===== src/rtl/buf_alloc_if.sv =====
// Handshake bundle between buf_alloc_ctrl, its client, the LFU block and the
// fill data path. The controller attaches through the slave modport; the
// environment (client, LFU, data path) drives the master side.
interface buf_alloc_if #(
  parameter int TAG_W = 8
);
  logic             req_vld;
  logic [TAG_W-1:0] req_tag;
  logic             req_rdy;
  logic             rsp_vld;
  logic             rsp_hit;
  logic [1:0]       rsp_buf;
  logic             new_buf_req;
  logic [1:0]       ref_buf_numbr;
  logic             ref_buf_vld;
  logic [1:0]       buf_num_replc;
  logic             fill_req;
  logic [1:0]       fill_buf;
  logic [TAG_W-1:0] fill_tag;
  logic             fill_done;

  modport master (
    output req_vld, req_tag, buf_num_replc, fill_done,
    input  req_rdy, rsp_vld, rsp_hit, rsp_buf, new_buf_req,
           ref_buf_numbr, ref_buf_vld, fill_req, fill_buf, fill_tag
  );

  modport slave (
    input  req_vld, req_tag, buf_num_replc, fill_done,
    output req_rdy, rsp_vld, rsp_hit, rsp_buf, new_buf_req,
           ref_buf_numbr, ref_buf_vld, fill_req, fill_buf, fill_tag
  );
endinterface


===== src/rtl/buf_alloc_ctrl.sv =====
// Requester side of a 4-entry LFU-replaced buffer pool. Holds the tag/valid
// table, answers lookups, allocates on a miss (free entry first, otherwise the
// LFU victim) and runs a fill handshake before responding.
// Optional hit/miss statistics counters are compiled in with
// BUF_ALLOC_STATS_EN; without it those ports and counters do not exist.
//
// state     | meaning
// ----------+----------------------------------------------------------
// IDLE      | ready for a client request
// LOOKUP    | compare latched tag against the table
// VICT_REQ  | new_buf_req pulse to the LFU block is on the wire
// VICT_WAIT | LFU victim number is valid this cycle, capture it
// FILL      | fill_req held until the data path reports fill_done
// RESP      | miss response pulse is on the wire
module buf_alloc_ctrl #(
  parameter int TAG_W = 8
) (
  input  logic       clk,
  input  logic       rst,
  buf_alloc_if.slave bus
`ifdef BUF_ALLOC_STATS_EN
  ,
  output logic [15:0] hit_cnt,
  output logic [15:0] miss_cnt
`endif
);

  typedef enum logic [2:0] {
    IDLE      = 3'd0,
    LOOKUP    = 3'd1,
    VICT_REQ  = 3'd2,
    VICT_WAIT = 3'd3,
    FILL      = 3'd4,
    RESP      = 3'd5
  } state_t;

  state_t           state_q, state_d;
  logic [TAG_W-1:0] tag_q, tag_d;

  logic [3:0]       valid_q;
  logic [TAG_W-1:0] tags_q [4];

  logic             req_rdy_q, req_rdy_d;
  logic             rsp_vld_q, rsp_vld_d;
  logic             rsp_hit_q, rsp_hit_d;
  logic [1:0]       rsp_buf_q, rsp_buf_d;
  logic             new_buf_req_q, new_buf_req_d;
  logic [1:0]       ref_buf_numbr_q, ref_buf_numbr_d;
  logic             ref_buf_vld_q, ref_buf_vld_d;
  logic             fill_req_q, fill_req_d;
  logic [1:0]       fill_buf_q, fill_buf_d;
  logic [TAG_W-1:0] fill_tag_q, fill_tag_d;
  logic             fill_wr;

  logic             hit;
  logic [1:0]       hit_idx;
  logic             inv;
  logic [1:0]       inv_idx;

  assign bus.req_rdy       = req_rdy_q;
  assign bus.rsp_vld       = rsp_vld_q;
  assign bus.rsp_hit       = rsp_hit_q;
  assign bus.rsp_buf       = rsp_buf_q;
  assign bus.new_buf_req   = new_buf_req_q;
  assign bus.ref_buf_numbr = ref_buf_numbr_q;
  assign bus.ref_buf_vld   = ref_buf_vld_q;
  assign bus.fill_req      = fill_req_q;
  assign bus.fill_buf      = fill_buf_q;
  assign bus.fill_tag      = fill_tag_q;

  // Table match and lowest free entry; descending scan so the lowest index wins.
  always_comb begin
    hit     = 1'b0;
    hit_idx = 2'd0;
    inv     = 1'b0;
    inv_idx = 2'd0;
    for (int i = 3; i >= 0; i--) begin
      if (valid_q[i] && (tags_q[i] == tag_q)) begin
        hit     = 1'b1;
        hit_idx = 2'(i);
      end
      if (!valid_q[i]) begin
        inv     = 1'b1;
        inv_idx = 2'(i);
      end
    end
  end

  // Next state plus next value of every registered output.
  always_comb begin
    state_d         = state_q;
    tag_d           = tag_q;
    req_rdy_d       = req_rdy_q;
    rsp_vld_d       = 1'b0;
    rsp_hit_d       = rsp_hit_q;
    rsp_buf_d       = rsp_buf_q;
    new_buf_req_d   = 1'b0;
    ref_buf_numbr_d = ref_buf_numbr_q;
    ref_buf_vld_d   = 1'b0;
    fill_req_d      = fill_req_q;
    fill_buf_d      = fill_buf_q;
    fill_tag_d      = fill_tag_q;
    fill_wr         = 1'b0;

    case (state_q)
      IDLE: begin
        if (bus.req_vld) begin
          tag_d     = bus.req_tag;
          req_rdy_d = 1'b0;
          state_d   = LOOKUP;
        end
      end
      LOOKUP: begin
        if (hit) begin
          rsp_vld_d       = 1'b1;
          rsp_hit_d       = 1'b1;
          rsp_buf_d       = hit_idx;
          ref_buf_vld_d   = 1'b1;
          ref_buf_numbr_d = hit_idx;
          req_rdy_d       = 1'b1;
          state_d         = IDLE;
        end else if (inv) begin
          fill_req_d = 1'b1;
          fill_buf_d = inv_idx;
          fill_tag_d = tag_q;
          state_d    = FILL;
        end else begin
          new_buf_req_d = 1'b1;
          state_d       = VICT_REQ;
        end
      end
      VICT_REQ: begin
        state_d = VICT_WAIT;
      end
      VICT_WAIT: begin
        fill_req_d = 1'b1;
        fill_buf_d = bus.buf_num_replc;
        fill_tag_d = tag_q;
        state_d    = FILL;
      end
      FILL: begin
        if (bus.fill_done) begin
          fill_wr         = 1'b1;
          fill_req_d      = 1'b0;
          rsp_vld_d       = 1'b1;
          rsp_hit_d       = 1'b0;
          rsp_buf_d       = fill_buf_q;
          ref_buf_vld_d   = 1'b1;
          ref_buf_numbr_d = fill_buf_q;
          state_d         = RESP;
        end
      end
      RESP: begin
        req_rdy_d = 1'b1;
        state_d   = IDLE;
      end
      default: begin
        req_rdy_d  = 1'b1;
        fill_req_d = 1'b0;
        state_d    = IDLE;
      end
    endcase
  end

  // FSM state, latched request tag and registered outputs.
  always_ff @(posedge clk or posedge rst) begin
    if (rst) begin
      state_q         <= IDLE;
      tag_q           <= '0;
      req_rdy_q       <= 1'b1;
      rsp_vld_q       <= 1'b0;
      rsp_hit_q       <= 1'b0;
      rsp_buf_q       <= 2'd0;
      new_buf_req_q   <= 1'b0;
      ref_buf_numbr_q <= 2'd0;
      ref_buf_vld_q   <= 1'b0;
      fill_req_q      <= 1'b0;
      fill_buf_q      <= 2'd0;
      fill_tag_q      <= '0;
    end else begin
      state_q         <= state_d;
      tag_q           <= tag_d;
      req_rdy_q       <= req_rdy_d;
      rsp_vld_q       <= rsp_vld_d;
      rsp_hit_q       <= rsp_hit_d;
      rsp_buf_q       <= rsp_buf_d;
      new_buf_req_q   <= new_buf_req_d;
      ref_buf_numbr_q <= ref_buf_numbr_d;
      ref_buf_vld_q   <= ref_buf_vld_d;
      fill_req_q      <= fill_req_d;
      fill_buf_q      <= fill_buf_d;
      fill_tag_q      <= fill_tag_d;
    end
  end

  // Tag table: an entry becomes valid only when its fill completes.
  always_ff @(posedge clk or posedge rst) begin
    if (rst) begin
      valid_q <= 4'd0;
      for (int i = 0; i < 4; i++) tags_q[i] <= '0;
    end else if (fill_wr) begin
      valid_q[fill_buf_q] <= 1'b1;
      tags_q[fill_buf_q]  <= fill_tag_q;
    end
  end

`ifdef BUF_ALLOC_STATS_EN
  logic [15:0] hit_cnt_q;
  logic [15:0] miss_cnt_q;

  assign hit_cnt  = hit_cnt_q;
  assign miss_cnt = miss_cnt_q;

  // Saturating response counters, stepped by each registered response pulse.
  always_ff @(posedge clk or posedge rst) begin
    if (rst) begin
      hit_cnt_q  <= 16'd0;
      miss_cnt_q <= 16'd0;
    end else if (rsp_vld_q) begin
      if (rsp_hit_q) begin
        if (hit_cnt_q != 16'hFFFF) hit_cnt_q <= hit_cnt_q + 16'd1;
      end else begin
        if (miss_cnt_q != 16'hFFFF) miss_cnt_q <= miss_cnt_q + 16'd1;
      end
    end
  end
`endif

endmodule


===== src/flat_wrapper.sv =====
// flat-port wrapper written by rule: the top's interface ports become plain ports
module buf_alloc_ctrl_flat 
#(
  parameter int TAG_W = 8
)
  (clk, rst, bus_req_vld, bus_req_tag, bus_buf_num_replc, bus_fill_done, bus_req_rdy, bus_rsp_vld, bus_rsp_hit, bus_rsp_buf, bus_new_buf_req, bus_ref_buf_numbr, bus_ref_buf_vld, bus_fill_req, bus_fill_buf, bus_fill_tag);
  buf_alloc_if #(.TAG_W(TAG_W)) bus_i ();
  input  logic clk;
  input  logic rst;
  input wire logic [$bits(bus_i.req_vld)-1:0] bus_req_vld;
  input wire logic [$bits(bus_i.req_tag)-1:0] bus_req_tag;
  input wire logic [$bits(bus_i.buf_num_replc)-1:0] bus_buf_num_replc;
  input wire logic [$bits(bus_i.fill_done)-1:0] bus_fill_done;
  output wire logic [$bits(bus_i.req_rdy)-1:0] bus_req_rdy;
  output wire logic [$bits(bus_i.rsp_vld)-1:0] bus_rsp_vld;
  output wire logic [$bits(bus_i.rsp_hit)-1:0] bus_rsp_hit;
  output wire logic [$bits(bus_i.rsp_buf)-1:0] bus_rsp_buf;
  output wire logic [$bits(bus_i.new_buf_req)-1:0] bus_new_buf_req;
  output wire logic [$bits(bus_i.ref_buf_numbr)-1:0] bus_ref_buf_numbr;
  output wire logic [$bits(bus_i.ref_buf_vld)-1:0] bus_ref_buf_vld;
  output wire logic [$bits(bus_i.fill_req)-1:0] bus_fill_req;
  output wire logic [$bits(bus_i.fill_buf)-1:0] bus_fill_buf;
  output wire logic [$bits(bus_i.fill_tag)-1:0] bus_fill_tag;
  assign bus_i.req_vld = bus_req_vld;
  assign bus_i.req_tag = bus_req_tag;
  assign bus_i.buf_num_replc = bus_buf_num_replc;
  assign bus_i.fill_done = bus_fill_done;
  assign bus_req_rdy = bus_i.req_rdy;
  assign bus_rsp_vld = bus_i.rsp_vld;
  assign bus_rsp_hit = bus_i.rsp_hit;
  assign bus_rsp_buf = bus_i.rsp_buf;
  assign bus_new_buf_req = bus_i.new_buf_req;
  assign bus_ref_buf_numbr = bus_i.ref_buf_numbr;
  assign bus_ref_buf_vld = bus_i.ref_buf_vld;
  assign bus_fill_req = bus_i.fill_req;
  assign bus_fill_buf = bus_i.fill_buf;
  assign bus_fill_tag = bus_i.fill_tag;
  buf_alloc_ctrl #(.TAG_W(TAG_W)) u_core (.clk(clk), .rst(rst), .bus(bus_i));
endmodule

===== config.mk =====
export PLATFORM = sky130hd
export DESIGN_NAME = buf_alloc_ctrl_flat
export DESIGN_NICKNAME = d
export VERILOG_FILES = /design/src/rtl/buf_alloc_if.sv /design/src/rtl/buf_alloc_ctrl.sv /design/src/flat_wrapper.sv
export SDC_FILE = /design/constraint.sdc
export NUM_CORES = 1
export LEC_CHECK = 0
export CAP_MARGIN = 20
export CORE_ASPECT_RATIO = 1.25
export CORE_UTILIZATION = 45
export CTS_CLUSTER_DIAMETER = 30
export DETAILED_ROUTE_END_ITERATION = 10
export GPL_TIMING_DRIVEN = 1
export PLACE_DENSITY_LB_ADDON = 0.05
export SYNTH_ARGS = -nofsm -noshare
export SYNTH_HDL_FRONTEND = slang
export SYNTH_SLANG_ARGS = --single-unit

===== constraint.sdc =====
create_clock -name clk -period 1.85 [get_ports clk]
set_input_delay 0.37 -clock clk [delete_from_list [all_inputs] [get_ports clk]]
set_output_delay 0.37 -clock clk [all_outputs]
set_load 0.03 [all_outputs]

==> flow_summary.toml <==
[run_status]
status = "complete, but fails checks"
violations = "setup timing"

[placed_design]
routabilityCongestion = 0.773
dpl_cell_area_mm2 = 0.00364
io_buffers = 33
hpwl_mm = 4.30

[sta]
setup_viol = 16
fmax_mhz = 469
hold_viol_final = 0
period_share_pct = 115
rsz0062_at_grt = "true"
slew_viol_final = 0
maxSlewHeadroom_pct = 76.5
tightestPinTransition_ps = 348
period_minus_slack_ps = 2130
timing.hold.ws_ps = 465
timing.final.ws_setup_ps = -284
skew_ps = 7.77

[power_and_ir_drop]
power_density_mw_per_mm2 = 1890
leakage_nw = 1.75
vdd_drop_max_uv = 1240
total_power_mw = 7.50

[drt]
vias_per_cell = 4.96
first_pass_iters = 4
drc = 0
route.met3.wl_um = 182
vias = 1936
wl_per_cell_um = 16.0
highest_layer = "met4"
drt-initial-drc-count = 77
drt-met1-wl_mm = 2.79
drtAntennaViolNets = 0
drt_wl_total_mm = 6.24
met2_length_mm = 3.15

[yosys]
ys_warn_count = 0
synth_fa_ha_area_share_pct = 0
synth_compound_area_share_pct = 2.86
synth-xor-area-share_pct = 9.28
synth_top_family_by_area = "multiplexers"
syn_nets = 251
synthMuxAreaShare_pct = 19.3
synth_area_mm2 = 0.00302
yosys.area_share.simple_pct = 11.0
ys_seq_area_share_pct = 53.1
yosys.cell_types.count = 33
yosys_register_bits = 64
synthCells = 237
avgSynthCellArea_um2 = 12.7

[worst_setup_path]
rr_startpoint = "u_core.tag_q[4]"
crit_chain = "xnor2_2, nand4_1, nor3_2, nor4_2, a21oi_1, nor2_2, buf_4, mux2_4"
worst-r2r-setup-slack_ps = -280
worst_path_max_delay_cell = "dfrtp_2"
timing.rr.end = "u_core.bus.fill_tag[7]"
start_kind = "register"
ff2ff_path_depth = 8
crit_required_ps = 2070
end_kind = "register"
worst_ep_arrival_time_ps = 2350
slowest_delay_ps = 480
critPathMaxFanout = 6
crit_type = "reg2reg"

[clock_network]
cts_made_buffers = 9
htreeDepth = 3
clkSlewWorstSetupHoldPaths_ps = 70
cts_tree = "built"
clk_path_buf_depth = 2
root_buffer = "clkbuf_8"
clock_sinks = 64
clkLatencyLatePin_ps = 330

[global_route]
overflow = 0
track_usage_pct = 19.9
grt_pass1_vias = 1973
grt_pass1_wl_mm = 9.93
grt_max_degree = 65
antenna_found_initial = 0

[final_layout]
drive_above_1_share_pct = 41.6
fin_util_pct = 60.9
diodes = 0
nets = 312
syn2layout_area_growth_pct = 31.6
final_area_mm2 = 0.00398
fillers = 562

[floorplanning]
start_util_pct = 46.3
rows = 33
dieArea_mm2 = 0.00705
die_w_um = 75.3
coreArea_mm2 = 0.00652
die_h_um = 93.6
ios = 34

[job]
drv_cap = 0

[min_path]
worstHoldPathType = "in2async"
-- cell families after synthesis --
group,after synthesis
compound gates,14
xor+xnor,32
buf+inv,19
flops,64
mux,51
simple gates,57
-- cells in the final DEF, fill, tap and decap left out, types with 3 or more instances in the layout --
cell	netlist	layout
mux2_2	47	40
dlymetal6s2s_1	0	3
buf_4	7	26
dlygate4sd2_1	0	7
mux2_4	2	11
o21ai_0	3	3
nand2b_1	6	6
clkbuf_8	0	10
xnor2_1	32	24
a21oi_1	6	5
xnor2_2	0	8
clkdlybuf4s50_1	0	23
nand4_1	6	6
nand3_1	4	4
dfrtp_1	63	56
nor3_2	6	6
buf_12	0	5
clkbuf_1	3	3
nand2_1	15	15
dfrtp_2	0	7
nor2_1	6	6
-- layout make-up --
cell class              count  area, µm²  share of cell area, %
repair buffers             66        647                   16.3
well taps                  87        109                   2.74
flip-flops and latches     64       1610                   40.5
clock buffers              13        149                   3.75
multi-input cells         154       1380                   34.7
inverters                   3       15.0                  0.378
clock inverters             3       65.1                   1.64
-- metal layers --
metal	vias to the layer above	global-route usage (%)
li1	933	-
met1	959	25.6
met2	32	31.9
met3	12	4.63
met4	0	8.49
met5	-	0
-- cell usage after synthesis --
cell       n  area share, %
dfrtp_1   63             52
mux2_2    47             18
xnor2_1   32            9.3
nand2_1   15            1.9
buf_4      7            1.7
a21oi_1    6           0.99
nand2b_1   6            1.2
nand4_1    6            1.2
nor2_1     6           0.75
nor3_2     6            2.0
buf_6      5            1.9
nand3_1    4           0.66
clkbuf_1   3           0.37
inv_1      3           0.37
o21ai_0    3           0.50
mux2_1     2           0.75
mux2_4     2           0.99
nor2b_1    2           0.41
nor3_1     2           0.33
o22a_1     2           0.58
or2_2      2           0.41
or3_1      2           0.41
a21o_1     1           0.25
and2_1     1           0.21
and2_4     1           0.29
buf_2      1           0.17
dfstp_2    1           0.87
nand4b_1   1           0.29
nor2_2     1           0.21
nor4_2     1           0.41
o31ai_1    1           0.25
o41ai_1    1           0.29
or3b_1     1           0.29
-- state kept, by name, summed over array words and instances, names as in the netlist --
signal and count:
u_core.valid_q 4, u_core.bus.fill_buf 2, u_core.tag_q 8, u_core.bus.rsp_vld 1, u_core.bus.req_rdy 1, u_core.state_q 3
u_core.bus.fill_tag 8, u_core.tags_q 32, u_core.bus.rsp_buf 2, u_core.bus.rsp_hit 1, u_core.bus.new_buf_req 1, u_core.bus.fill_req 1
-- through the flow --
stage,TNS [ps],std cells,setup WS [ps]
2_1_floorplan,-1400,237,-158
3_3_place_gp,-3070,370,-266
3_5_place_dp,-3230,370,-278
4_1_cts,-2980,390,-257
5_1_grt,-5160,390,-408
6_report,-3300,390,-284
-- worst max-delay path by stage --
stage / cells past startpoint / start / endpoint
CTS: 8 / u_core.tag_q[7] / u_core.bus.fill_tag[6]
global placement: 8 / u_core.tag_q[1] / u_core.bus.fill_tag[6]
detailed placement: 8 / u_core.tag_q[7] / u_core.bus.fill_tag[6]
global route: 8 / u_core.tag_q[5] / u_core.bus.fill_tag[7]
floorplan: 9 / u_core.tag_q[4] / u_core.bus.fill_buf[0]
finish: 8 / u_core.tag_q[4] / u_core.bus.fill_tag[7]
-- critical path, delay by kind of cell, from the launching register on --
family / cells / cell delay [ps]
buffers and inverters: 1 / 200
AND/OR/NAND/NOR: 4 / 760
AO/OA/AOI/OAI: 1 / 130
XOR/XNOR: 1 / 160
flip-flops: 1 / 480
multiplexers: 1 / 290
-- power breakdown --
part | switching, mW | internal, mW
clock network | 0.507 | 0.796
logic | 1.45 | 1.96
registers | 0.711 | 2.08
total | 2.67 | 4.83
-- timing repair --
item,CTS,global route
pin swaps,1,5
setup buffers,4,0
gates resized for setup,18,12
hold buffers,0,0
setup endpoints to repair,23,20
Power figures use the tool's default switching activity.
